<file path="src/rtl/uart_ctrl_pkg.sv">
// Shared types and constants for the UART port arbiter.
// TX state encoding and UART register-port constants.
package uart_ctrl_pkg;

    typedef enum logic [1:0] {
        TX_IDLE  = 2'd0,
        TX_WRITE = 2'd1,
        TX_GAP   = 2'd2
    } tx_state_e;

    localparam logic [31:0] UART_NO_DATA = 32'hFFFF_FFFF;
    localparam int          UART_BYTE_W  = 8;

endpackage

</file>
<file path="src/rtl/rr_arbiter.sv">
// Combinational round-robin arbiter.
// The search starts at ptr and wraps modulo N; the pointer register lives in the caller.
module rr_arbiter #(
    parameter int N  = 2,
    parameter int PW = (N > 1) ? $clog2(N) : 1
) (
    input  logic [N-1:0]  req,
    input  logic [PW-1:0] ptr,
    output logic [N-1:0]  gnt,
    output logic [PW-1:0] gnt_idx,
    output logic          gnt_any
);

    logic [PW-1:0] idx;

    always_comb begin
        gnt     = '0;
        gnt_idx = '0;
        gnt_any = 1'b0;
        idx     = '0;
        for (int k = 0; k < N; k++) begin
            idx = PW'((int'(ptr) + k) % N);
            if (!gnt_any && req[idx]) begin
                gnt_any  = 1'b1;
                gnt[idx] = 1'b1;
                gnt_idx  = idx;
            end
        end
    end

endmodule

</file>
<file path="src/rtl/uart_port_arbiter.sv">
// Shares one simpleuart data register between NREQ transmit requesters and one receiver.
// TX: round-robin grant, write handshake, one-cycle gap. RX: poll and strobe each received byte.
module uart_port_arbiter
    import uart_ctrl_pkg::*;
#(
    parameter int NREQ = 2
) (
    input  logic                        hw_clk,
    input  logic                        resetn,
    input  logic [NREQ-1:0]             req_valid,
    input  logic [NREQ*UART_BYTE_W-1:0] req_data,
    output logic [NREQ-1:0]             req_ready,
    output logic                        rx_valid,
    output logic [UART_BYTE_W-1:0]      rx_data,
    output logic                        uart_we,
    output logic [31:0]                 uart_di,
    input  logic                        uart_wait,
    output logic                        uart_re,
    input  logic [31:0]                 uart_do
);

    localparam int PW = (NREQ > 1) ? $clog2(NREQ) : 1;

    tx_state_e              state, state_nxt;
    logic [PW-1:0]          rr_ptr;
    logic [PW-1:0]          gnt_idx;
    logic [NREQ-1:0]        gnt;
    logic                   gnt_any;
    logic [UART_BYTE_W-1:0] tx_byte;
    logic                   byte_pending;
    logic                   unused_do;

    rr_arbiter #(.N(NREQ), .PW(PW)) u_arb (
        .req     (req_valid),
        .ptr     (rr_ptr),
        .gnt     (gnt),
        .gnt_idx (gnt_idx),
        .gnt_any (gnt_any)
    );

    // The accept pulse is Mealy; gating with resetn keeps it silent while reset is held.
    always_comb begin
        state_nxt = state;
        req_ready = '0;
        uart_we   = 1'b0;
        case (state)
            TX_IDLE: begin
                if (gnt_any) begin
                    req_ready = gnt & {NREQ{resetn}};
                    state_nxt = TX_WRITE;
                end
            end
            TX_WRITE: begin
                uart_we = 1'b1;
                if (!uart_wait) state_nxt = TX_GAP;
            end
            default: state_nxt = TX_IDLE;
        endcase
    end

    assign uart_di = uart_we ? {{(32-UART_BYTE_W){1'b0}}, tx_byte} : '0;

    always_ff @(posedge hw_clk or negedge resetn) begin
        if (!resetn) begin
            state   <= TX_IDLE;
            rr_ptr  <= '0;
            tx_byte <= '0;
        end else begin
            state <= state_nxt;
            if (state == TX_IDLE && gnt_any) begin
                tx_byte <= req_data[gnt_idx*UART_BYTE_W +: UART_BYTE_W];
                rr_ptr  <= (int'(gnt_idx) == NREQ-1) ? '0 : gnt_idx + 1'b1;
            end
        end
    end

    // Bit 8 clear marks a pending byte; uart_re high masks the stale byte still shown that cycle.
    assign byte_pending = ~uart_do[UART_BYTE_W];
    assign unused_do    = ^uart_do[31:UART_BYTE_W+1];

    always_ff @(posedge hw_clk or negedge resetn) begin
        if (!resetn) begin
            rx_valid <= 1'b0;
            uart_re  <= 1'b0;
            rx_data  <= '0;
        end else if (byte_pending && !uart_re) begin
            rx_valid <= 1'b1;
            uart_re  <= 1'b1;
            rx_data  <= uart_do[UART_BYTE_W-1:0];
        end else begin
            rx_valid <= 1'b0;
            uart_re  <= 1'b0;
        end
    end

endmodule

</file>
<file path="config.mk">
export PLATFORM = sky130hd
export DESIGN_NAME = uart_port_arbiter
export DESIGN_NICKNAME = d
export VERILOG_FILES = /design/src/rtl/uart_ctrl_pkg.sv /design/src/rtl/rr_arbiter.sv /design/src/rtl/uart_port_arbiter.sv
export SDC_FILE = /design/constraint.sdc
export NUM_CORES = 1
export LEC_CHECK = 0
export BUFFER_PORTS_ARGS = -buffer_cell sky130_fd_sc_hd__clkbuf_2
export CORE_MARGIN = 2
export CORE_UTILIZATION = 34
export CTS_BUF_LIST = sky130_fd_sc_hd__clkbuf_16
export DETAILED_ROUTE_END_ITERATION = 8
export GPL_ROUTABILITY_DRIVEN = 0
export GPL_TIMING_DRIVEN = 0
export MAX_ROUTING_LAYER = met4
export PLACE_DENSITY = 0.76
export REMOVE_ABC_BUFFERS = 1
export SLEW_MARGIN = 20
export SYNTH_ARGS = -nofsm -noshare
export SYNTH_HDL_FRONTEND = slang
export SYNTH_SLANG_ARGS = --single-unit
</file>
<file path="constraint.sdc">
create_clock -name hw_clk -period 1.4 [get_ports hw_clk]
set_clock_uncertainty 0.2 [all_clocks]
set_input_delay 0.14 -clock hw_clk [delete_from_list [all_inputs] [get_ports hw_clk]]
set_output_delay 0.14 -clock hw_clk [all_outputs]
set_load 0.01 [all_outputs]
</file>
* Yosys cells after proc, flatten, opt, wreduce, memory -nomap -nowiden
Cells that the tools add are included.
** Word-level totals
- Register bits after elaboration :: 20
- Word-level logic and storage cells :: 50
- Output and inout port bits :: 45
** Cells by class
- Shift operators :: 1
- Reduce and logical (&&, ||, !) cells :: 9
- Equal/unequal tests :: 3
- Multiplexer cells :: 23
- Add/sub/neg operators :: 2
- Order comparisons :: 4
- Bitwise gates (word level) :: 3
** Operators with widths (count)
- 16-bit by 5-bit variable part select with 8-bit output :: 1
- 1-bit two-way mux :: 13
- 2-bit two-way mux :: 6
- 8-bit two-way mux :: 1
- 1-bit logical AND :: 5
- 1-bit by 2-bit < comparator with 1-bit output, second input constant :: 2
- 2-bit != test, second input constant :: 2
- 2-bit one-hot mux with 2 select lines :: 1
- 1-bit adder, second input constant :: 2
- 2-bit bitwise AND :: 1
- 1-bit demux with 1-bit select :: 2
- 2-bit by 1-bit == test with 1-bit output, second input constant :: 1
- 1-bit greater-or-equal comparator, second input constant :: 2
- 1-bit logical NOT :: 2
- 2-bit logical NOT :: 1
- 2-bit OR :: 1
- 2-bit AND reduction :: 1
- 1-bit inverter :: 1

* Depth between registers and ports, before layout
Gate-level depths: netlist of run 1.
- Depth in word-level cells :: 10
- Depth in mapped cells :: 5
- Gate-level depth less buffers :: 3

* Hierarchy
From an unflattened synthesis of run 1, not the netlist that was laid out.
** Second synthesis, totals
- Cell total of the unflattened synthesis :: 95
- Area total of the unflattened synthesis :: 1196.1 µm²
** Modules (own cells, without submodules)
- uart_port_arbiter :: area an instance 1163.6 µm², times used 1, seq. area each 500.5 µm², cells each 90
- rr_arbiter :: area an instance 32.5 µm², times used 1, seq. area each 0.0 µm², cells each 5

* Worst setup path before layout of run 1
OpenSTA, ideal clock, no wires.
- Path type :: register to output
- From :: register state[0]
- To :: output req_ready[0]
- Path slack :: -22 ps
- Arrival :: 1082 ps
- Data required time :: 1060 ps
- Stages on the path, launching flop included :: 5
- Path through :: dfrtp_1 -> nor2_1 -> buf_2 -> nand2_1 -> a211oi_1
** On the way
- Word-level cells in the longest chain between the ends :: 2
** RTL lines
- from (decl) :: RTL line uart_port_arbiter.sv:24 : tx_state_e state, state_nxt;
- from (signal assigned) :: RTL line uart_port_arbiter.sv:69 : state <= state_nxt;
- 2-bit logical NOT :: RTL line uart_port_arbiter.sv:46 : case (state)
- 2-bit two-way mux :: RTL line uart_port_arbiter.sv:46
- to (decl) :: RTL line uart_port_arbiter.sv:12 : output logic [NREQ-1:0] req_ready,
No other way between the ends.

* Final worst setup path of run 1
- From :: register state[1]
- To :: output req_ready[0]
Same word-level chain as after synthesis.

==> reports/summary.txt, run 1 <==
largest net degree at the start of global routing: 22
# rows: 21
#FFs+latches synth: 20
actual slew at the worst max-slew pin: 0.5250 ns
most common cell after layout, fill and taps aside: clkbuf_2
CTS Sinks: 20
most frequent cells in the layout: 44 x clkbuf_2, 24 x conb_1, 24 x dlygate4sd3_1
final setup vio count: 11
initial DRC count: 31
clock-pin slew on the worst setup and hold paths: 0.05 ns
Hold Crit Class: input pin to asynchronous set/reset pin
Final Hold Vio Count: 22
placed instance count: 204
min cycle time layout: 1.561 ns
CTS buffer count: 3
CP Data Arrival Time: 1.22 ns
I/O pin count: 98
Synth area leaders: dfrtp_1 43%, buf_4 16%, mux2_2 7.8%
Core ar.: 3311 um^2
Syn-to-layout area delta: 47.58%
RSZ-0062 raised after global routing: true
Max-slew headroom: 0.6500
Syn. warnings: 0
Antenna Nets Post-Route: 0
# DRC: 0
first-pass GRT wire length: 4395 um
CP startpoint: state[1]
via total after detailed routing: 1005
Final Non-Filler Cells: 234
FMAX: 640.5 MHz
post-synthesis average cell area: 10.02 um^2
DRT Pass-1 Iters: 3
worst skew pair latency: 0.25 ns
routed wire length per instance: 11.27 um
chip height: 62.47 um
post-synthesis sequential area ratio: 0.4306
P_leak: 0.0008414 uW
status: finished, violations left
R2R setup slack: 0.03 ns
post-synthesis cell type count: 26
Cells after Synth: 116
RR Startpoint: state[1]
Port Buf Inserts: 50
initial antenna violation count: 0
Min Hold Slack: -0.3445 ns
worst r2r path cells: 4
clock root cell: clkbuf_16
hold_buf cts: 24
Max Cap Violations: 0
pre-CTS setup slack: -0.4839 ns
failing checks: negative hold slack, negative setup slack
CTS Buffer Depth: 2
final wirelength: 2638 um
fin crit share: 1.115
Yosys top cell area share: 0.4306
layout net count: 243
Setup CP Type: flop to output pin
leading area contributor after synthesis: dfrtp_1
TritonCTS clock tree: done
fin worst setup slack: -0.1612 ns
# diodes: 0
DP HPWL: 1825 um
Critical Path End Type: output pin
Die X: 62.47 um
share of layout cells above drive strength 1: 0.4043
worst r2r dst: rr_ptr
vias in the first global route: 1020
Overflow after GRT: 0
GRT Resource Usage Total: 0.1463
Required @ worst endpoint: 1.06 ns
setup TNS: -1.379 ns
initial core utilization: 0.3511
H-tree Lvls: 1
CP Launch Type: flop
DR vias/cell: 4.295
VDD IR max: 0.0004382 V
Synth Cell Area: 1162 um^2
pwr/cell area: 1532 nW/um^2
Die Area: 3903 um^2
max-slew violation count: 0
Critical Path Fanout Max: 2
==> power by group <==
group | switching, uW | total, uW | internal [uW]
clock network | 203 | 580 | 377
logic | 596 | 1160 | 566
registers | 117 | 886 | 770
total | 915 | 2630 | 1710
==> sequential cells by signal, indices dropped and copies added, names as in the netlist <==
name,count
uart_re,1
tx_byte,8
rr_ptr,1
rx_data,8
state,2
==> layout make-up <==
cell class | count | area (um^2)
Clock buffer | 3 | 75.07
Fill cell | 307 | 1595
Inverter | 2 | 7.507
Multi-Input combinational cell | 87 | 569.3
Sequential cell | 20 | 500.5
Tap cell | 46 | 57.56
Timing Repair Buffer | 76 | 505.5
==> worst max-delay path by stage <==
stage                     slack, ns           end
after floorplan               -0.17  req_ready[0]
after global placement        -0.45  req_ready[0]
after detailed placement      -0.48  req_ready[0]
after CTS                     -0.20  req_ready[0]
after global routing          -0.20    uart_di[3]
final                         -0.16  req_ready[0]
==> per-layer routing <==
layer,part of all wire,track usage,up-vias
li1,-,-,500
met1,0.40,0.1551,451
met2,0.50,0.2540,48
met3,0.080,0.03243,6
met4,0.021,0.07778,0
met5,0,-,-
==> metrics by stage <==
stage | utilization | area [um^2] | power [uW]
final | 0.5181 | 1715 | 2628
after global routing | 0.5181 | 1715 | 2798
after CTS | 0.5132 | 1699 | 2595
after detailed placement | 0.4014 | 1329 | 1853
after global placement | 0.4014 | 1329 | 1829
after floorplan | - | 1021 | 1495
==> cell usage after synthesis <==
master / number
a211oi_1: 1
or2_1: 1
nor2_1: 1
and2_4: 1
inv_1: 2
a31oi_2: 2
nor2b_1: 3
a21o_1: 1
buf_6: 2
and2_1: 8
mux2_2: 8
conb_1: 1
a31oi_1: 6
a21oi_1: 9
buf_4: 25
nor2_2: 1
dfrtp_1: 20
clkbuf_2: 1
nand2_1: 1
o21ai_0: 8
nand2b_1: 1
buf_2: 1
a31oi_4: 1
nor3_1: 1
clkbuf_1: 2
nand3_1: 8
==> timing repair <==
action	in CTS	in global routing
gates resized for setup	10	9
gates cloned	1	0
pin swaps	3	1
buffers inserted	1	1
hold endpoints to repair	39	21
endpoints found under the setup margin	29	20
==> cell families (layout without fill, tap and decap cells) <==
logic type	count (synthesis)	in the layout	synth area share
AND/OR/NAND/NOR	26	27	0.1281
flip-flops	20	20	0.4306
AO/OA/AOI/OAI	28	28	0.1582
buffers and inverters	33	81	0.2024
other	1	24	0.003226
multiplexers	8	8	0.07751
==> worst max-delay path: stages (launching register included) <==
cell and delay [ns]:
dfrtp_1 0.42, nor2_4 0.13, nand2_2 0.08, a211oi_2 0.17
buf_2 0.16
Note: power is estimated with default switching activity, not from simulation.
==> run 2, diff against run 1 <==
CAP_MARGIN = 15   (was unset)
GPL_TIMING_DRIVEN = unset   (was 0)
PLACE_DENSITY = 0.75   (was 0.76)
==> run 2 against run 1 <==
  * The flow finishes with violations (negative setup slack)
  * Global-route usage rose by 1.0 points
  * Via count rose by 7.8%
  * Non-clock buffer count rose by 12
  * Cell count rose by 5.1%
  * Worst setup slack improved by 0.019 ns
  * First-iteration DRC count fell by 65%
  * Routed wire length rose by 11%
  * Sequential share of layout area fell by 2.6 points
  * Sequential cell count did not move
  * Critical path type unchanged
==> reports/summary.txt, run 2 (same netlist as run 1, synthesis figures left out) <==
status: finished, violations left (unchanged)
failing checks: negative setup slack (was negative hold slack, negative setup slack)
GRT Resource Usage Total: 0.1568 (was 0.1463)
fin worst setup slack: -0.1425 ns (was -0.1612 ns)
H-tree Lvls: 1 (unchanged)
most frequent cells in the layout: 39 x clkbuf_2, 26 x dlygate4sd3_1, 24 x conb_1 (was 44 x clkbuf_2, 24 x conb_1, 24 x dlygate4sd3_1)
Required @ worst endpoint: 1.06 ns (about the same)
setup TNS: -1.248 ns (was -1.379 ns)
delay-heaviest family, CP: flip-flops (unchanged)
DR vias/cell: 4.402 (was 4.295)
Hold Crit Class: input pin to flop (was input pin to asynchronous set/reset pin)
final setup vio count: 11 (unchanged)
DRT Pass-1 Iters: 4 (was 3)
worst skew pair latency: 0.25 ns (about the same)
DP HPWL: 1937 um (was 1825 um)
Final Hold Vio Count: 0 (was 22)
via total after detailed routing: 1083 (was 1005)
worst path cell trace: nor2_2 -> nand2_2 -> a211oi_2 -> buf_2 (was nor2_4 -> nand2_2 -> a211oi_2 -> buf_2)
# DRC: 0 (unchanged)
final core utilization: 0.5695 (was 0.5181)
Overflow after GRT: 0 (unchanged)
placed instance count: 214 (was 204)
Critical Path Fanout Max: 2 (unchanged)
clock-pin slew on the worst setup and hold paths: 0.05 ns (about the same)
final wirelength: 2915 um (was 2638 um)
chip height: 62.47 um (unchanged)
Setup CP Type: flop to output pin (unchanged)
VDD IR max: 0.0005554 V (was 0.0004382 V)
initial antenna violation count: 0 (unchanged)
Critical Path End Type: output pin (unchanged)
TritonCTS clock tree: done (unchanged)
share of layout cells above drive strength 1: 0.4700 (was 0.4043)
layout net count: 255 (was 243)
P_leak: 0.0009179 uW (was 0.0008414 uW)
Syn-to-layout area delta: 62.22% (was 47.58%)
Die X: 62.47 um (unchanged)
largest net degree at the start of global routing: 21 (was 22)
vias in the first global route: 1073 (was 1020)
CTS Buffer Depth: 2 (unchanged)
FMAX: 648.3 MHz (was 640.5 MHz)
Antenna Nets Post-Route: 0 (unchanged)
CTS buffer count: 3 (unchanged)
I/O pin count: 98 (unchanged)
Final Non-Filler Cells: 246 (was 234)
Min Hold Slack: 0.02007 ns (was -0.3445 ns)
pwr/cell area: 1620 nW/um^2 (was 1532 nW/um^2)
fin crit share: 1.102 (was 1.115)
min cycle time layout: 1.542 ns (was 1.561 ns)
# rows: 21 (unchanged)
routed wire length per instance: 11.85 um (was 11.27 um)
initial DRC count: 11 (was 31)
Worst path max stage delay: 0.41 ns (was 0.42 ns)
CTS Sinks: 20 (unchanged)
initial core utilization: 0.3511 (unchanged)
Max Cap Violations: 0 (unchanged)
clock root cell: clkbuf_16 (unchanged)
Core ar.: 3311 um^2 (unchanged)
CP max-delay cell: dfrtp_1 (unchanged)
max-slew violation count: 0 (unchanged)
Worst Path Buf+Inv: 1 (unchanged)
Port Buf Inserts: 50 (unchanged)
first-pass GRT wire length: 4678 um (was 4395 um)
most common cell after layout, fill and taps aside: clkbuf_2 (unchanged)
Die Area: 3903 um^2 (unchanged)
RSZ-0062 raised after global routing: true (unchanged)
CP Launch Type: flop (unchanged)
# diodes: 0 (unchanged)
CP Data Arrival Time: 1.20 ns (was 1.22 ns)
largest registers: rx_data: 8 flops, tx_byte: 8 flops, state: 2 flops (unchanged)
==> run 2: changes by cell type in the layout (fill, tap and decap cells not counted), moves of 4 or more <==
| cell | before | now |
|---|---|---|
| buf_2 | 6 | 2 |
| and2_1 | 8 | 0 |
| clkbuf_2 | 44 | 39 |
| and2_4 | 2 | 10 |
| buf_4 | 2 | 8 |
| buf_6 | 0 | 12 |
==> run 2: layout make-up <==
type / count / area [um^2]
clock buffers: 3 / 75.07
inverters: 2 / 7.507
flip-flops and latches: 20 / 500.5
multi-input cells: 87 / 569.3
well taps: 46 / 57.56
repair buffers: 88 / 675.6
fillers: 281 / 1425
==> run 2: report_power, final <==
group          switching, uW  total, uW  leakage (uW)  internal [uW]
registers                118        888      0.000231            771
clock network            195        571     0.0000370            376
logic                    662       1590      0.000650            933
==> run 2: what timing repair did <==
item	in CTS	in global routing
setup endpoints to repair	11	21
hold endpoints to repair	38	0
gates resized for setup	16	26
hold buffers	26	0
buffers inserted	2	2
pin swaps	10	4
gates cloned	0	1
==> run 2: final timing paths <==
kind / from / to / slack [ns] / cells past startpoint
worst min-delay path: uart_do[8] / uart_re / 0.02 / 3
worst min register to register: rx_data[6] / rx_data[6] / 0.30 / 1
worst max register to register: state[1] / tx_byte[6] / 0.07 / 4
worst max-delay path: state[1] / req_ready[0] / -0.14 / 4
min in group asynchronous: resetn / rx_data[2] / 0.24 / 3
max in group asynchronous: resetn / tx_byte[4] / 0.56 / 3
==> run 2: metrics by stage <==
step / setup WS (ns) / cell area, um^2 / power (uW)
2_1_floorplan: -0.1715 / 1021 / 1495
3_3_place_gp: 0.03694 / 1404 / 1947
3_5_place_dp: 0.04069 / 1404 / 1969
4_1_cts: -0.1601 / 1813 / 2835
5_1_grt: -0.2149 / 1886 / 3256
6_report: -0.1425 / 1886 / 3054
==> run 2: layer usage <==
layer  share of wire  GRT usage
met1            0.38     0.1602
met2            0.53     0.2903
met3           0.071    0.03243
met4           0.014    0.06389
met5               0          -
==> run 2: tightest hold or removal path: stages <==
cell and delay [ns]:
clkbuf_2 0.08, nor2_2 0.03, buf_4 0.16
==> run 3, diff against run 2 <==
CORE_UTILIZATION = 30   (was 34)
CTS_CLUSTER_SIZE = 10   (was unset)
PLACE_DENSITY = 0.68   (was 0.75)
==> run 3 against run 2 <==
  * Utilization shrank 6.4 points
  * Critical endpoint unchanged
  * Final area shrank 1.1%
  * Die area grew 12%
  * First-iteration DRC count grew to 3.2 times the previous value
  * The run still ends with negative setup slack left
  * Combinational power shrank 3%
  * Sequential cell count is the same
  * Routed wire length shrank 0.24%
==> reports/summary.txt, run 3 (same netlist as run 1, synthesis figures left out) <==
status: finished, violations left (unchanged)
failing checks: negative setup slack (unchanged)
TritonCTS clock tree: done (unchanged)
via total after detailed routing: 1092 (was 1083)
Syn-to-layout area delta: 60.39% (was 62.22%)
I/O pin count: 98 (unchanged)
chip height: 66.25 um (was 62.47 um)
FMAX: 645.9 MHz (was 648.3 MHz)
DR vias/cell: 4.439 (was 4.402)
CTS Buffer Depth: 2 (unchanged)
fin crit share: 1.106 (was 1.102)
Hold Crit Class: input pin to flop (unchanged)
# DRC: 0 (unchanged)
DRT Pass-1 Iters: 4 (unchanged)
# diodes: 0 (unchanged)
Die Area: 4388 um^2 (was 3903 um^2)
routed wire length per instance: 11.82 um (was 11.85 um)
Port Buf Inserts: 50 (unchanged)
delay-heaviest family, CP: flip-flops (unchanged)
final core utilization: 0.5054 (was 0.5695)
final setup vio count: 13 (was 11)
P_leak: 0.0009075 uW (was 0.0009179 uW)
most common cell after layout, fill and taps aside: clkbuf_2 (unchanged)
CP Launch Type: flop (unchanged)
CTS buffer count: 3 (unchanged)
Critical Path End Type: output pin (unchanged)
min cycle time layout: 1.548 ns (was 1.542 ns)
Overflow after GRT: 0 (unchanged)
VDD IR max: 0.0005419 V (was 0.0005554 V)
max-slew violation count: 0 (unchanged)
CTS Sinks: 20 (unchanged)
Antenna Nets Post-Route: 0 (unchanged)
worst r2r dst: rr_ptr (was tx_byte[6])
initial DRC count: 35 (was 11)
worst skew pair latency: 0.25 ns (about the same)
Min Hold Slack: 0.02583 ns (was 0.02007 ns)
layout net count: 253 (was 255)
Max Cap Violations: 0 (unchanged)
H-tree Lvls: 1 (unchanged)
Die X: 66.25 um (was 62.47 um)
clock-pin slew on the worst setup and hold paths: 0.05 ns (about the same)
first-pass GRT wire length: 4284 um (was 4678 um)
final wirelength: 2908 um (was 2915 um)
pre-CTS setup slack: 0.03509 ns (was 0.04069 ns)
RSZ-0062 raised after global routing: true (unchanged)
vias in the first global route: 1026 (was 1073)
Worst path max stage delay: 0.42 ns (was 0.41 ns)
CP max-delay cell: dfrtp_1 (unchanged)
R2R setup slack: 0 ns (was 0.07 ns)
# rows: 22 (was 21)
initial antenna violation count: 0 (unchanged)
initial core utilization: 0.3151 (was 0.3511)
RR Startpoint: state[1] (unchanged)
Setup CP Type: flop to output pin (unchanged)
DP HPWL: 2051 um (was 1937 um)
Required @ worst endpoint: 1.06 ns (about the same)
worst r2r path cells: 4 (unchanged)
Core ar.: 3689 um^2 (was 3311 um^2)
pwr/cell area: 1606 nW/um^2 (was 1620 nW/um^2)
hold path depth: 3 (unchanged)
min-delay src: uart_do[8] (unchanged)
Critical Path Fanout Max: 2 (unchanged)
CP startpoint: state[1] (unchanged)
Worst Path Buf+Inv: 1 (unchanged)
fin worst setup slack: -0.1483 ns (was -0.1425 ns)
share of layout cells above drive strength 1: 0.4545 (was 0.4700)
Hold Path End: uart_re (unchanged)
largest net degree at the start of global routing: 21 (unchanged)
most frequent cells in the layout: 39 x clkbuf_2, 26 x dlygate4sd3_1, 24 x conb_1 (unchanged)
Filler cells: 351 (was 281)
largest registers: rx_data: 8 flops, tx_byte: 8 flops, state: 2 flops (unchanged)
Final Hold Vio Count: 0 (unchanged)
CP Data Arrival Time: 1.21 ns (was 1.20 ns)
worst path cell trace: nor2_2 -> nand2_2 -> a211oi_2 -> buf_2 (unchanged)
clock root cell: clkbuf_16 (unchanged)
GRT Resource Usage Total: 0.1307 (was 0.1568)
## run 3: changes by cell type in the layout (fill, tap and decap cells not counted), sizes merged
cell,delta
buf,-2
## run 3: what timing repair did
item | in CTS | in global routing
gates resized for setup | 13 | 25
buffers inserted | 1 | 1
gates cloned | 0 | 1
hold endpoints to repair | 38 | 0
hold buffers | 26 | 0
pin swaps | 7 | 5
endpoints found under the setup margin | 11 | 20
## run 3: where the power goes
group          total [uW]  internal [uW]  switching, uW
clock                 566            376            190
sequential            892            771            121
combinational        1540            881            654
total                2990           2030            965
## run 3: worst register-to-register path: stages, from the launching register on
cell and delay, ns:
dfrtp_1 0.42, nor2_2 0.16, buf_4 0.19, and2_4 0.21, a31oi_4 0.08
## run 3: worst max path at each step
stage,to,slack (ns),cells after the start
3_5_place_dp,tx_byte[6],0.04,3
3_3_place_gp,req_ready[0],0.04,4
2_1_floorplan,req_ready[0],-0.17,3
6_report,req_ready[0],-0.15,4
4_1_cts,req_ready[0],-0.13,4
5_1_grt,req_ready[0],-0.19,4
## run 3: cell type report
| cell class | count | area [um^2] | share of cell area |
|---|---|---|---|
| inverters | 2 | 7.507 | 0.004027 |
| repair buffers | 86 | 656.9 | 0.3523 |
| multi-input cells | 87 | 564.3 | 0.3027 |
| flip-flops and latches | 20 | 500.5 | 0.2685 |
| well taps | 48 | 60.06 | 0.03221 |
| clock buffers | 3 | 75.07 | 0.04027 |
## run 3: stage by stage
| stage | total power (uW) | instances | instance area, um^2 | setup TNS, ns |
|---|---|---|---|---|
| floorplan | 1495 | 108 | 1021 | -0.9426 |
| global placement | 1937 | 215 | 1399 | 0 |
| detailed placement | 1962 | 215 | 1399 | 0 |
| CTS | 2761 | 245 | 1789 | -1.227 |
| global route | 3182 | 246 | 1864 | -2.131 |
| finish | 2993 | 246 | 1864 | -1.146 |
## run 3: routing by layer
metal	vias up	wire (um)	GRT usage
met4	0	39	0.04592
met1	504	1182	0.1354
met3	5	280	0.02896
met5	-	0	-
met2	68	1406	0.2413
li1	515	-	-
